## src/rtl/tdp18k_arb_pkg.sv

```systemverilog
// Shared types and latency constants for the TDP18K two-requester port arbiter.
// TDP18K_PORT_ARB_OUTREG_EN adds an output register stage to the read return.
package tdp18k_arb_pkg;

  typedef enum logic [1:0] {
    ST_IDLE = 2'd0,
    ST_OWN0 = 2'd1,
    ST_OWN1 = 2'd2
  } arb_st_e;

`ifdef TDP18K_PORT_ARB_OUTREG_EN
  localparam int RD_LAT = 2;
`else
  localparam int RD_LAT = 1;
`endif

  localparam int BURST_W = 4;

endpackage

```

## src/rtl/tdp18k_rd_return.sv

```systemverilog
// Read-return pipeline: carries the accept tag alongside RAM read data and
// presents it as a one-cycle RVALID pulse after RD_LAT cycles.
module tdp18k_rd_return
  import tdp18k_arb_pkg::*;
#(
  parameter int DATA_W = 18,
  parameter int STAGES = RD_LAT
) (
  input  logic              CLK_i,
  input  logic              RESET_ni,
  input  logic              rd_acc,
  input  logic              rd_tag,
  input  logic [DATA_W-1:0] ram_rdata,
  output logic              rvalid0,
  output logic              rvalid1,
  output logic [DATA_W-1:0] rdata
);

  logic [STAGES:0]   vld_pipe, tag_pipe;
  logic [STAGES:1]   vld_q, tag_q;
  logic [DATA_W-1:0] ret_data;

  assign vld_pipe = {vld_q, rd_acc};
  assign tag_pipe = {tag_q, rd_tag};

  // Reset flushes the valid bits, so a read in flight never returns.
  always_ff @(posedge CLK_i or negedge RESET_ni) begin
    if (!RESET_ni) begin
      vld_q <= '0;
      tag_q <= '0;
    end else begin
      vld_q <= vld_pipe[STAGES-1:0];
      tag_q <= tag_pipe[STAGES-1:0];
    end
  end

  generate
    if (STAGES == 1) begin : g_direct
      assign ret_data = ram_rdata;
    end else begin : g_outreg
      logic [DATA_W-1:0] data_q;
      always_ff @(posedge CLK_i or negedge RESET_ni) begin
        if (!RESET_ni) data_q <= '0;
        else           data_q <= ram_rdata;
      end
      assign ret_data = data_q;
    end
  endgenerate

  assign rvalid0 = vld_pipe[STAGES] & ~tag_pipe[STAGES];
  assign rvalid1 = vld_pipe[STAGES] &  tag_pipe[STAGES];
  assign rdata   = vld_pipe[STAGES] ? ret_data : '0;

endmodule

```

## src/rtl/tdp18k_port_arb.sv

```systemverilog
// Two-requester arbiter onto one TDP18K RAM port: round-robin with optional
// locked bursts, combinational grant/command, tagged read return.
// Optional macro: TDP18K_PORT_ARB_OUTREG_EN (read latency 2 instead of 1).
module tdp18k_port_arb
  import tdp18k_arb_pkg::*;
#(
  parameter int ADDR_W    = 14,
  parameter int DATA_W    = 18,
  parameter int MAX_BURST = 4
) (
  input  logic              CLK_i,
  input  logic              RESET_ni,
  input  logic              REQ0_i,
  input  logic              REQ1_i,
  input  logic              WE0_i,
  input  logic              WE1_i,
  input  logic              LOCK0_i,
  input  logic              LOCK1_i,
  input  logic [ADDR_W-1:0] ADDR0_i,
  input  logic [ADDR_W-1:0] ADDR1_i,
  input  logic [DATA_W-1:0] WDATA0_i,
  input  logic [DATA_W-1:0] WDATA1_i,
  input  logic [1:0]        BE0_i,
  input  logic [1:0]        BE1_i,
  output logic              GNT0_o,
  output logic              GNT1_o,
  output logic              RVALID0_o,
  output logic              RVALID1_o,
  output logic [DATA_W-1:0] RDATA_o,
  output logic              REN_o,
  output logic              WEN_o,
  output logic [ADDR_W-1:0] ADDR_o,
  output logic [DATA_W-1:0] WDATA_o,
  output logic [1:0]        BE_o,
  input  logic [DATA_W-1:0] RAM_RDATA_i
);

  typedef struct packed {
    logic              we;
    logic              lock;
    logic [1:0]        be;
    logic [ADDR_W-1:0] addr;
    logic [DATA_W-1:0] wdata;
  } cmd_t;

  localparam logic [BURST_W-1:0] BURST_MAX = 4'(MAX_BURST);

  arb_st_e            st_q, st_nxt;
  logic               prio_q;
  logic [BURST_W-1:0] burst_q, burst_nxt;
  logic [1:0]         req, gnt;
  logic               acc, acc_id, contend, burst_last;
  cmd_t               cmd0, cmd1, cmd_sel;

  assign req  = {REQ1_i, REQ0_i};
  assign cmd0 = '{we: WE0_i, lock: LOCK0_i, be: BE0_i, addr: ADDR0_i, wdata: WDATA0_i};
  assign cmd1 = '{we: WE1_i, lock: LOCK1_i, be: BE1_i, addr: ADDR1_i, wdata: WDATA1_i};

  assign acc     = |gnt;
  assign acc_id  = gnt[1];
  assign cmd_sel = acc_id ? cmd1 : cmd0;
  assign contend = (st_q == ST_OWN0) ? req[1] : req[0];

  // The IDLE accept that takes ownership is the burst's first; burst_q counts
  // the ones after it, so this accept is the MAX_BURST-th when it is the last.
  assign burst_last = ({1'b0, burst_q} + 5'd2) >= 5'(MAX_BURST);

  always_ff @(posedge CLK_i or negedge RESET_ni) begin
    if (!RESET_ni) begin
      st_q    <= ST_IDLE;
      burst_q <= '0;
      prio_q  <= 1'b0;
    end else begin
      st_q    <= st_nxt;
      burst_q <= burst_nxt;
      if (acc) prio_q <= ~acc_id;
    end
  end

  always_comb begin
    st_nxt    = st_q;
    burst_nxt = burst_q;
    unique case (st_q)
      ST_IDLE: begin
        burst_nxt = '0;
        if (acc && cmd_sel.lock) st_nxt = acc_id ? ST_OWN1 : ST_OWN0;
      end
      ST_OWN0, ST_OWN1: begin
        if (acc && burst_q != BURST_MAX) burst_nxt = burst_q + 4'd1;
        if (!acc || !cmd_sel.lock || (burst_last && contend)) st_nxt = ST_IDLE;
      end
      default: st_nxt = ST_IDLE;
    endcase
  end

  always_comb begin
    gnt = '0;
    unique case (st_q)
      ST_IDLE: gnt = (req == 2'b11) ? (prio_q ? 2'b10 : 2'b01) : req;
      ST_OWN0: gnt[0] = req[0];
      ST_OWN1: gnt[1] = req[1];
      default: gnt = '0;
    endcase
    if (!RESET_ni) gnt = '0;
  end

  assign GNT0_o  = gnt[0];
  assign GNT1_o  = gnt[1];
  assign REN_o   = acc & ~cmd_sel.we;
  assign WEN_o   = acc &  cmd_sel.we;
  assign ADDR_o  = acc ? cmd_sel.addr  : '0;
  assign WDATA_o = acc ? cmd_sel.wdata : '0;
  assign BE_o    = acc ? cmd_sel.be    : '0;

  tdp18k_rd_return #(
    .DATA_W (DATA_W),
    .STAGES (RD_LAT)
  ) u_rd_return (
    .CLK_i     (CLK_i),
    .RESET_ni  (RESET_ni),
    .rd_acc    (REN_o),
    .rd_tag    (acc_id),
    .ram_rdata (RAM_RDATA_i),
    .rvalid0   (RVALID0_o),
    .rvalid1   (RVALID1_o),
    .rdata     (RDATA_o)
  );

endmodule

```

## config.mk

```make
export PLATFORM = sky130hd
export DESIGN_NAME = tdp18k_port_arb
export DESIGN_NICKNAME = d
export VERILOG_FILES = /design/src/rtl/tdp18k_arb_pkg.sv /design/src/rtl/tdp18k_rd_return.sv /design/src/rtl/tdp18k_port_arb.sv
export SDC_FILE = /design/constraint.sdc
export NUM_CORES = 1
export LEC_CHECK = 0
export ABC_CLOCK_PERIOD_IN_PS = 3600
export CORE_AREA = 4 4 71 73
export CTS_BUF_LIST = sky130_fd_sc_hd__clkbuf_4
export DETAILED_ROUTE_END_ITERATION = 6
export DIE_AREA = 0 0 75 77
export PLACE_DENSITY = 0.82
export SYNTH_ARGS = -nofsm -noshare
export SYNTH_HDL_FRONTEND = slang
export SYNTH_SLANG_ARGS = --single-unit
export TNS_END_PERCENT = 1
```

## constraint.sdc

```tcl
create_clock -name CLK_i -period 3.6 [get_ports CLK_i]
set_input_delay 1.08 -clock CLK_i [delete_from_list [all_inputs] [get_ports CLK_i]]
set_output_delay 1.08 -clock CLK_i [all_outputs]
set_load 0.005 [all_outputs]
```

==> impl_metrics.ini, run 1 <==
[run_status]
status = complete, no violations

[finish]
fillCellCount = 377
drive_gt1_frac = 0.221
multiInputGateArea_sq_um = 785
seq_area_sq_um = 225
area_growth_pct = 160
antennaDiodeCount = 0
design_area_sq_mm = 0.00282
fin_nets = 395

[drt]
final_antenna_net_count = 0
wl_um = 5890
dr_total_vias = 1699
drt_iter0_markers = 48
wl_per_cell_um = 17.0
drc_errors = 0
drt-vias-per-instance = 4.91
drtPass1Iterations = 4

[cts]
cts.sinks = 9
clock_latency_ps = 270
numCtsBuffers = 3
postCtsHoldBufs = 0
clockBufferDepth = 2
cts_tree = built
clock-root-buffer = clkbuf_4
clk_pin_slew_ps = 70
cts-htree-levels = 1

[timing]
rsz0062_at_grt = false
hold_viol = 0
finClkSkew_ps = 6.27
worst_slew_pin_slew_ps = 382
max_freq_ghz = 0.290
slew_violations = 0
post-route-min-period_ps = 3450
finalSetupViolations = 0
min_period_over_period = 0.958
hold_slack_ps = 556
maxSlewHeadroom = 0.745
layout_setup_ws_ps = 152

[placement]
portBuffers = 151
place_area_sq_mm = 0.00269
pre_cts_slack_ps = -508
gp_congestion = 0.749
hpwl_um = 4530

[power]
ir_worst_vdd_mv = 0.331
p_per_area_mw_per_mm2 = 384
power.leakage_nw = 1.27

[global_route]
antenna_found_initial = 0
grt_usage = 0.196
grt_use_met1 = 0.212
gr-total-overflow = 0
grt_pass1_wl_um = 8750
grt_max_degree = 22
grt_util_met3 = 0.0562
grt_pass1_vias = 1720
met2_usage = 0.359
grt-busiest-layer = met2

[setup_path]
start_kind = input pin
max_stage_delay_ps = 230
ff2ff_path_depth = 8
crit_fanout = 5
cp.required_ps = 2520
critPathCaptureType = primary output
critPathKind = in -> out
rr_endpoint = st_q[0]
path_cells = clkbuf_2 > nor3b_2 > or2_1 > inv_2 > nor2_4 > buf_6 > buf_16 > clkbuf_16 > a22o_1 > buf_2
cp_slowest_cell = or2_1
rrSetupSlack_ps = 1430
crit_arrival_ps = 2370
reg2reg_from = st_q[0]

[synth]
synth_top_flop_cell = dfrtp_1
yosysTopAreaCell = a22o_1
synth_edf_count = 0
synthArstFlopShare = 1.00
synth.area.top_cells = a22o_1 (28%), dfrtp_1 (21%), and2_1 (12%)
synth-seq-area-share = 0.207
syn_area_sq_mm = 0.00109
synthSimpleGateAreaFrac = 0.202
synth_top_family_by_area = compound AO/OA/AOI/OAI gates
ys_ff_latch = 9
synthCells = 128
synthAdderAreaFrac = 0.0691
synthXorXnorAreaFrac = 0.00806
synthMuxAreaShare = 0.0323
synth.most_common_cell = a22o_1
synth_top_cells_by_count = a22o_1 (35), and2_1 (20), dfrtp_1 (9), inv_1 (9), ha_1 (6)
synth_compound_area_frac = 0.396
yosysUniqueCellTypes = 33
synth_top_area_frac = 0.282
avgSynthCellArea_sq_um = 8.48
synth_fp_nets = 228
yosys_warnings = 0

[hold_path]
holdPathEnd = prio_q
min_path_cells = 2
hp-start = prio_q
min_path_type = reg -> reg

[floorplanning]
die_w_um = 75
core.rowCount = 24
initial_core_util = 0.249
die_h_um = 77
fp.coreArea_sq_mm = 0.00435
die-area_sq_mm = 0.00578
ioPinCount = 152

[run]
cap_violations = 0
==> stage by stage <==
| step | setup TNS, ps | util | std cells | total power, W |
|---|---|---|---|---|
| after floorplan | 0 | - | 128 | 0.000502 |
| after global placement | -16010 | 0.618 | 329 | 0.000912 |
| after detailed placement | -17790 | 0.618 | 329 | 0.000925 |
| after CTS | 0 | 0.645 | 345 | 0.00107 |
| after global routing | 0 | 0.647 | 346 | 0.00118 |
| final | 0 | 0.647 | 346 | 0.00108 |
==> registers in the layout (all words and copies together) (netlist names) <==
signal / flops
prio_q: 1
u_rd_return.vld_q: 1
burst_q: 4
u_rd_return.tag_q: 1
st_q: 2
==> logic make-up after synthesis <==
kind of cell	after synthesis
buf+inv	20
simple gates	38
flops	9
fa+ha+maj	6
xor+xnor	1
compound gates	51
mux	3
==> routing by layer <==
| metal | vias to the layer above | part of all wire | routed length [um] |
|---|---|---|---|
| li1 | 816 | - | - |
| met1 | 776 | 0.36 | 2090 |
| met2 | 95 | 0.52 | 3040 |
| met3 | 12 | 0.11 | 635 |
| met4 | 0 | 0.021 | 121 |
| met5 | - | 0 | 0 |
==> placed cells by master (no fill, tap or decap), types with 4 or more instances in the layout <==
cell / netlist / routed
clkdlybuf4s50_1: 0 / 111
a22o_1: 35 / 35
buf_2: 5 / 27
and2_1: 20 / 20
dfrtp_1: 9 / 9
inv_1: 9 / 8
buf_4: 1 / 7
ha_1: 6 / 6
clkdlybuf4s15_1: 0 / 6
clkbuf_2: 0 / 5
nand2_1: 4 / 4
nand3_1: 4 / 4
clkbuf_4: 0 / 4
buf_6: 1 / 4
==> worst max path at each step <==
| stage | from | endpoint | depth (start not counted) |
|---|---|---|---|
| CTS | REQ0_i | ADDR_o[2] | 9 |
| detailed placement | REQ0_i | ADDR_o[1] | 8 |
| global placement | REQ0_i | WDATA_o[5] | 8 |
| finish | REQ0_i | WDATA_o[8] | 10 |
| floorplan | REQ0_i | REN_o | 8 |
| global route | REQ0_i | WDATA_o[6] | 10 |
==> power by group <==
part	switching (W)	internal [W]	leakage, nW
logic	0.000328	0.000499	1.14
clock network	0.0000397	0.0000504	0.0184
registers	0.0000336	0.000132	0.119
total	0.000401	0.000681	1.27
==> final cells by class <==
cell class                 count  area share
clock buffer                   4      0.0107
inverter                      10      0.0133
multi-input combinational     99       0.278
sequential                     9      0.0799
tap                           52      0.0231
timing repair buffer         172       0.595
==> worst max-delay path: cells and delay by family <==
| kind | cells | cell delay [ps] |
|---|---|---|
| AO/OA/AOI/OAI | 1 | 170 |
| buffers and inverters | 6 | 690 |
| AND/OR/NAND/NOR | 3 | 420 |
==> timing repair <==
item,CTS,global route
endpoints found under the setup margin,38,37
resized for setup,141,12
pin swaps,3,5
cloned,4,1
setup buffers,8,0
No activity file was read; power rests on OpenSTA's default activity.
==> run 2, diff against run 1 <==
- CORE_AREA: 4 4 71 73 -> 2 2 69 71
- CTS_CLUSTER_SIZE: unset -> 20
- DIE_AREA: 0 0 75 77 -> 0 0 71 73
- PLACE_DENSITY: 0.82 -> 0.87
==> impl_metrics.ini, run 2 (synthesized netlist as in run 1, its figures left out) <==
[drt]
wl_per_cell_um = 15.7
drc_errors = 0
drtPass1Iterations = 4
drt_iter0_markers = 32
met1Wirelength_um = 2170
wl_met2_um = 2930
met3RoutedLength_um = 363
dr_total_vias = 1693
drt-vias-per-instance = 4.82
highest_layer = met4
wl_um = 5510
final_antenna_net_count = 0

[global_route]
grt_usage = 0.201
gr-total-overflow = 0
grt_pass1_wl_um = 8270
grt_max_degree = 21
antenna_found_initial = 0
grt_pass1_vias = 1617

[timing]
post-route-min-period_ps = 3600
hold_viol = 0
min_period_over_period = 1.00
worst_slew_pin_slew_ps = 397
slew_violations = 0
rsz0062_at_grt = true
layout_setup_ws_ps = -0.652
maxSlewHeadroom = 0.735
max_freq_ghz = 0.278
finClkSkew_ps = 5.21
finalSetupViolations = 1

[setup_path]
crit_arrival_ps = 2520
max_stage_delay_ps = 260
critPathCaptureType = primary output
path_cells = dlygate4sd2_1 > nor3b_2 > or2_1 > inv_2 > nor2_4 > bufbuf_16 > a22o_1 > clkdlybuf4s15_1
cp_num_buf_inv = 4
critPathTopFamily = buffers and inverters
cp_slowest_cell = bufbuf_16
crit_fanout = 8
start_kind = input pin
cp.required_ps = 2520
critPathKind = in -> out

[finish]
reg.largest.list = burst_q (4), st_q (2)
fin_cells = 351
area_growth_pct = 154
largest-register = burst_q
fillCellCount = 397
design_area_sq_mm = 0.00276
fin_nets = 398
layout_commonest_cell = clkdlybuf4s50_1
drive_gt1_frac = 0.236
final_cell_mix = clkdlybuf4s50_1 (111), a22o_1 (35), clkbuf_2 (24), and2_1 (20), buf_4 (18)
antennaDiodeCount = 0
largest_reg_flops = 4

[floorplanning]
core.rowCount = 25
die_h_um = 73
die_w_um = 71
ioPinCount = 152
die-area_sq_mm = 0.00518
fp.coreArea_sq_mm = 0.00454
initial_core_util = 0.239

[cts]
cts_tree = built
numCtsBuffers = 3
clock_latency_ps = 270
clockBufferDepth = 2
clock-root-buffer = clkbuf_4
postCtsHoldBufs = 0
cts.sinks = 9
clk_pin_slew_ps = 60
cts-htree-levels = 1

[power]
ir_worst_vdd_mv = 0.243
p_per_area_mw_per_mm2 = 377
power.leakage_nw = 1.26
total_power_w = 0.00104

[placement]
gp_congestion = 0.854
portBuffers = 151
place_area_sq_mm = 0.00274
hpwl_um = 4310
pre_cts_slack_ps = -505
dpl.cell_count = 337

[run]
cap_violations = 0

[run_status]
status = complete, but fails checks
failed_checks = negative setup slack

[hold_path]
min_path_type = reg -> reg
## run 2: cell count changes in the layout (fill, tap and decap cells not counted)
cell	previous run	this run
buf_12	3	2
buf_16	3	2
buf_2	27	10
buf_4	7	18
buf_6	4	1
buf_8	2	0
clkbuf_16	1	0
clkbuf_2	5	24
clkdlybuf4s15_1	6	3
dlygate4sd2_1	2	3
## run 2: layer usage
layer	track usage	up-vias
li1	-	816
met1	0.250	785
met2	0.368	87
met3	0.0276	5
met4	0.0440	0
met5	0	-
## run 2: worst paths after layout
path	from	end	slack (ps)	cells after the start
worst max-delay path	REQ0_i	WDATA_o[0]	-0.7	8
worst min-delay path	burst_q[0]	burst_q[0]	580	1
worst max register to register	st_q[0]	st_q[0]	1210	10
worst min register to register	burst_q[0]	burst_q[0]	580	1
max in group asynchronous	RESET_ni	burst_q[3]	2600	2
min in group asynchronous	RESET_ni	st_q[0]	860	2
## run 2: power breakdown
| part | leakage (nW) | internal, W | switching (W) |
|---|---|---|---|
| logic | 1.12 | 0.000465 | 0.000318 |
| registers | 0.119 | 0.000132 | 0.0000346 |
| clock network | 0.0184 | 0.0000504 | 0.0000382 |
## run 2: per-stage QoR
| stage | setup TNS (ps) | utilization | hold slack [ps] |
|---|---|---|---|
| 4_1_cts | -237 | 0.635 | 573 |
| 3_5_place_dp | -17450 | 0.604 | 539 |
| 3_3_place_gp | -17230 | 0.604 | 515 |
| 5_1_grt | -118 | 0.608 | 614 |
| 2_1_floorplan | 0 | - | 484 |
| 6_report | -0.652 | 0.608 | 575 |
## run 2: what timing repair did
| item | in CTS | in global routing |
|---|---|---|
| setup buffers | 6 | 1 |
| endpoints found under the hold margin | 0 | 0 |
| endpoints found under the setup margin | 38 | 36 |
| gates cloned | 3 | 0 |
| resized for setup | 101 | 28 |
| pin swaps | 4 | 3 |
## run 2: cell type report
type	instances	area (sq um)	area share
Timing Repair Buffer	175	1610	0.585
Clock buffer	4	30.0	0.0109
Sequential cell	9	225	0.0817
Tap cell	54	67.6	0.0245
Multi-Input combinational cell	99	785	0.285
Inverter	10	37.5	0.0136
## run 2: worst register-to-register path, delay by kind of cell (launching register included)
family	cells	cell delay, ps
compound gates	2	390
fa+ha+maj	1	240
flops	1	380
simple gates	1	250
mux	2	530
buf+inv	4	510
==> run 3, diff against run 2 <==
- TNS_END_PERCENT: 1 -> unset
==> impl_metrics.ini, run 3 (synthesized netlist as in run 1, its figures left out) <==
[setup_path]
max_stage_delay_ps = 260
start_kind = input pin
crit_arrival_ps = 2490
path_cells = clkdlybuf4s15_2 > nor3b_2 > or2_1 > inv_2 > nor2_4 > buf_6 > buf_16 > a22o_1 > dlygate4sd2_1
critPathCaptureType = primary output
crit_fanout = 9
cp.required_ps = 2520
critPathTopFamily = buffers and inverters
cp_num_buf_inv = 5
cp_slowest_cell = dlygate4sd2_1
critPathKind = in -> out

[global_route]
gr-total-overflow = 0
grt_pass1_wl_um = 8440
grt_pass1_vias = 1643
grt_usage = 0.205
grt_max_degree = 21
antenna_found_initial = 0

[finish]
antennaDiodeCount = 0
post-route-util = 0.633
design_area_sq_mm = 0.00287
largest-register = burst_q
final_cell_mix = clkdlybuf4s50_1 (111), a22o_1 (35), and2_1 (20), buf_4 (16), clkdlybuf4s15_1 (15)
reg.largest.list = burst_q (4), st_q (2)
layout_commonest_cell = clkdlybuf4s50_1
drive_gt1_frac = 0.204
fin_nets = 400
fillCellCount = 380
area_growth_pct = 164
largest_reg_flops = 4

[run_status]
status = complete, no violations

[cts]
clk_pin_slew_ps = 60
numCtsBuffers = 3
clockBufferDepth = 2
clock-root-buffer = clkbuf_4
clock_latency_ps = 270
cts.sinks = 9
cts_tree = built
cts-htree-levels = 1

[floorplanning]
die_w_um = 71
die_h_um = 73
ioPinCount = 152
initial_core_util = 0.239
die-area_sq_mm = 0.00518
core.rowCount = 25
fp.coreArea_sq_mm = 0.00454

[drt]
drt-vias-per-instance = 4.79
drc_errors = 0
dr_total_vias = 1690
wl_um = 5570
final_antenna_net_count = 0
drtPass1Iterations = 4
wl_per_cell_um = 15.8
drt_iter0_markers = 57

[power]
ir_worst_vdd_mv = 0.246
p_clk_frac = 0.082
p_per_area_mw_per_mm2 = 378
comb_power_share = 0.765
sw_frac_of_total = 0.367
switching_power_w = 0.000398
power.leakage_nw = 1.28
total_power_w = 0.00108
p_int_w = 0.000686
seq_power_share = 0.153

[timing]
rsz0062_at_grt = false
worst_slew_pin_slew_ps = 392
slew_violations = 0
maxSlewHeadroom = 0.739
min_period_over_period = 0.990
max_freq_ghz = 0.280
tns_ps = 0
finalSetupViolations = 0
hold_viol = 0
post-route-min-period_ps = 3570
hold_slack_ps = 567
finClkSkew_ps = 4.71

[placement]
portBuffers = 151
hpwl_um = 4310
place_area_sq_mm = 0.00274
gp_congestion = 0.854

[run]
cap_violations = 0

[hold_path]
min_path_type = reg -> reg
run 3: cell types whose count changed in the layout (fill, tap and decap cells not counted), sizes merged:
cell	before	now
clkbuf	28	12
clkdlybuf4s15	3	17
buf	33	38
dlygate4sd2	3	2
run 3: layer usage:
layer | vias up | global-route usage | part of all wire
met5 | - | 0 | 0
met4 | 0 | 0.0440 | 0.0066
met3 | 4 | 0.0290 | 0.065
met2 | 82 | 0.375 | 0.54
met1 | 781 | 0.257 | 0.39
li1 | 823 | - | -
run 3: worst register-to-register path, stage by stage, from the launching register on:
cell	delay, ps
dfrtp_1	380
inv_1	100
ha_1	240
o211ai_1	110
or2_1	260
buf_4	140
buf_4	120
buf_4	150
mux2_4	300
a32oi_2	280
mux2i_1	230
run 3: layout make-up:
cell class              instances  area [sq um]  share of cell area
repair buffers                177          1730               0.601
clock buffers                   4          30.0              0.0105
flip-flops and latches          9           225              0.0784
inverters                      10          37.5              0.0131
multi-input cells              99           785               0.273
well taps                      54          67.6              0.0235
run 3: metrics by stage:
stage / worst slack, ps / std cells
after global routing: 1.29 / 353
after CTS: -26.5 / 352
final: 34.8 / 353
after floorplan: 332 / 128
after detailed placement: -505 / 337
after global placement: -507 / 337
run 3: final timing paths:
path / start / to / slack, ps / cells past startpoint
setup reg to reg: st_q[0] / st_q[0] / 1190 / 10
hold / removal: burst_q[0] / burst_q[0] / 570 / 1
hold reg to reg: burst_q[0] / burst_q[0] / 570 / 1
setup / recovery: REQ0_i / BE_o[0] / 30 / 9
min in group asynchronous: RESET_ni / st_q[0] / 740 / 2
max in group asynchronous: RESET_ni / burst_q[2] / 2730 / 2
run 3: timing repair:
action | 4_1_cts | 5_1_grt
endpoints found under the hold margin | 0 | 0
buffers inserted | 7 | 2
cloned | 4 | 0
gates resized for setup | 106 | 21
setup endpoints to repair | 38 | 28
pin swaps | 4 | 7
hold buffers | 0 | 0
run 3: power by group through the flow:
stage	clock [W]	sequential (W)	combinational, W
floorplan	0	0.000152	0.000350
global placement	0	0.000165	0.000763
detailed placement	0	0.000167	0.000776
CTS	0.0000917	0.000166	0.000832
global route	0.0000947	0.000175	0.000902
finish	0.0000890	0.000166	0.000829
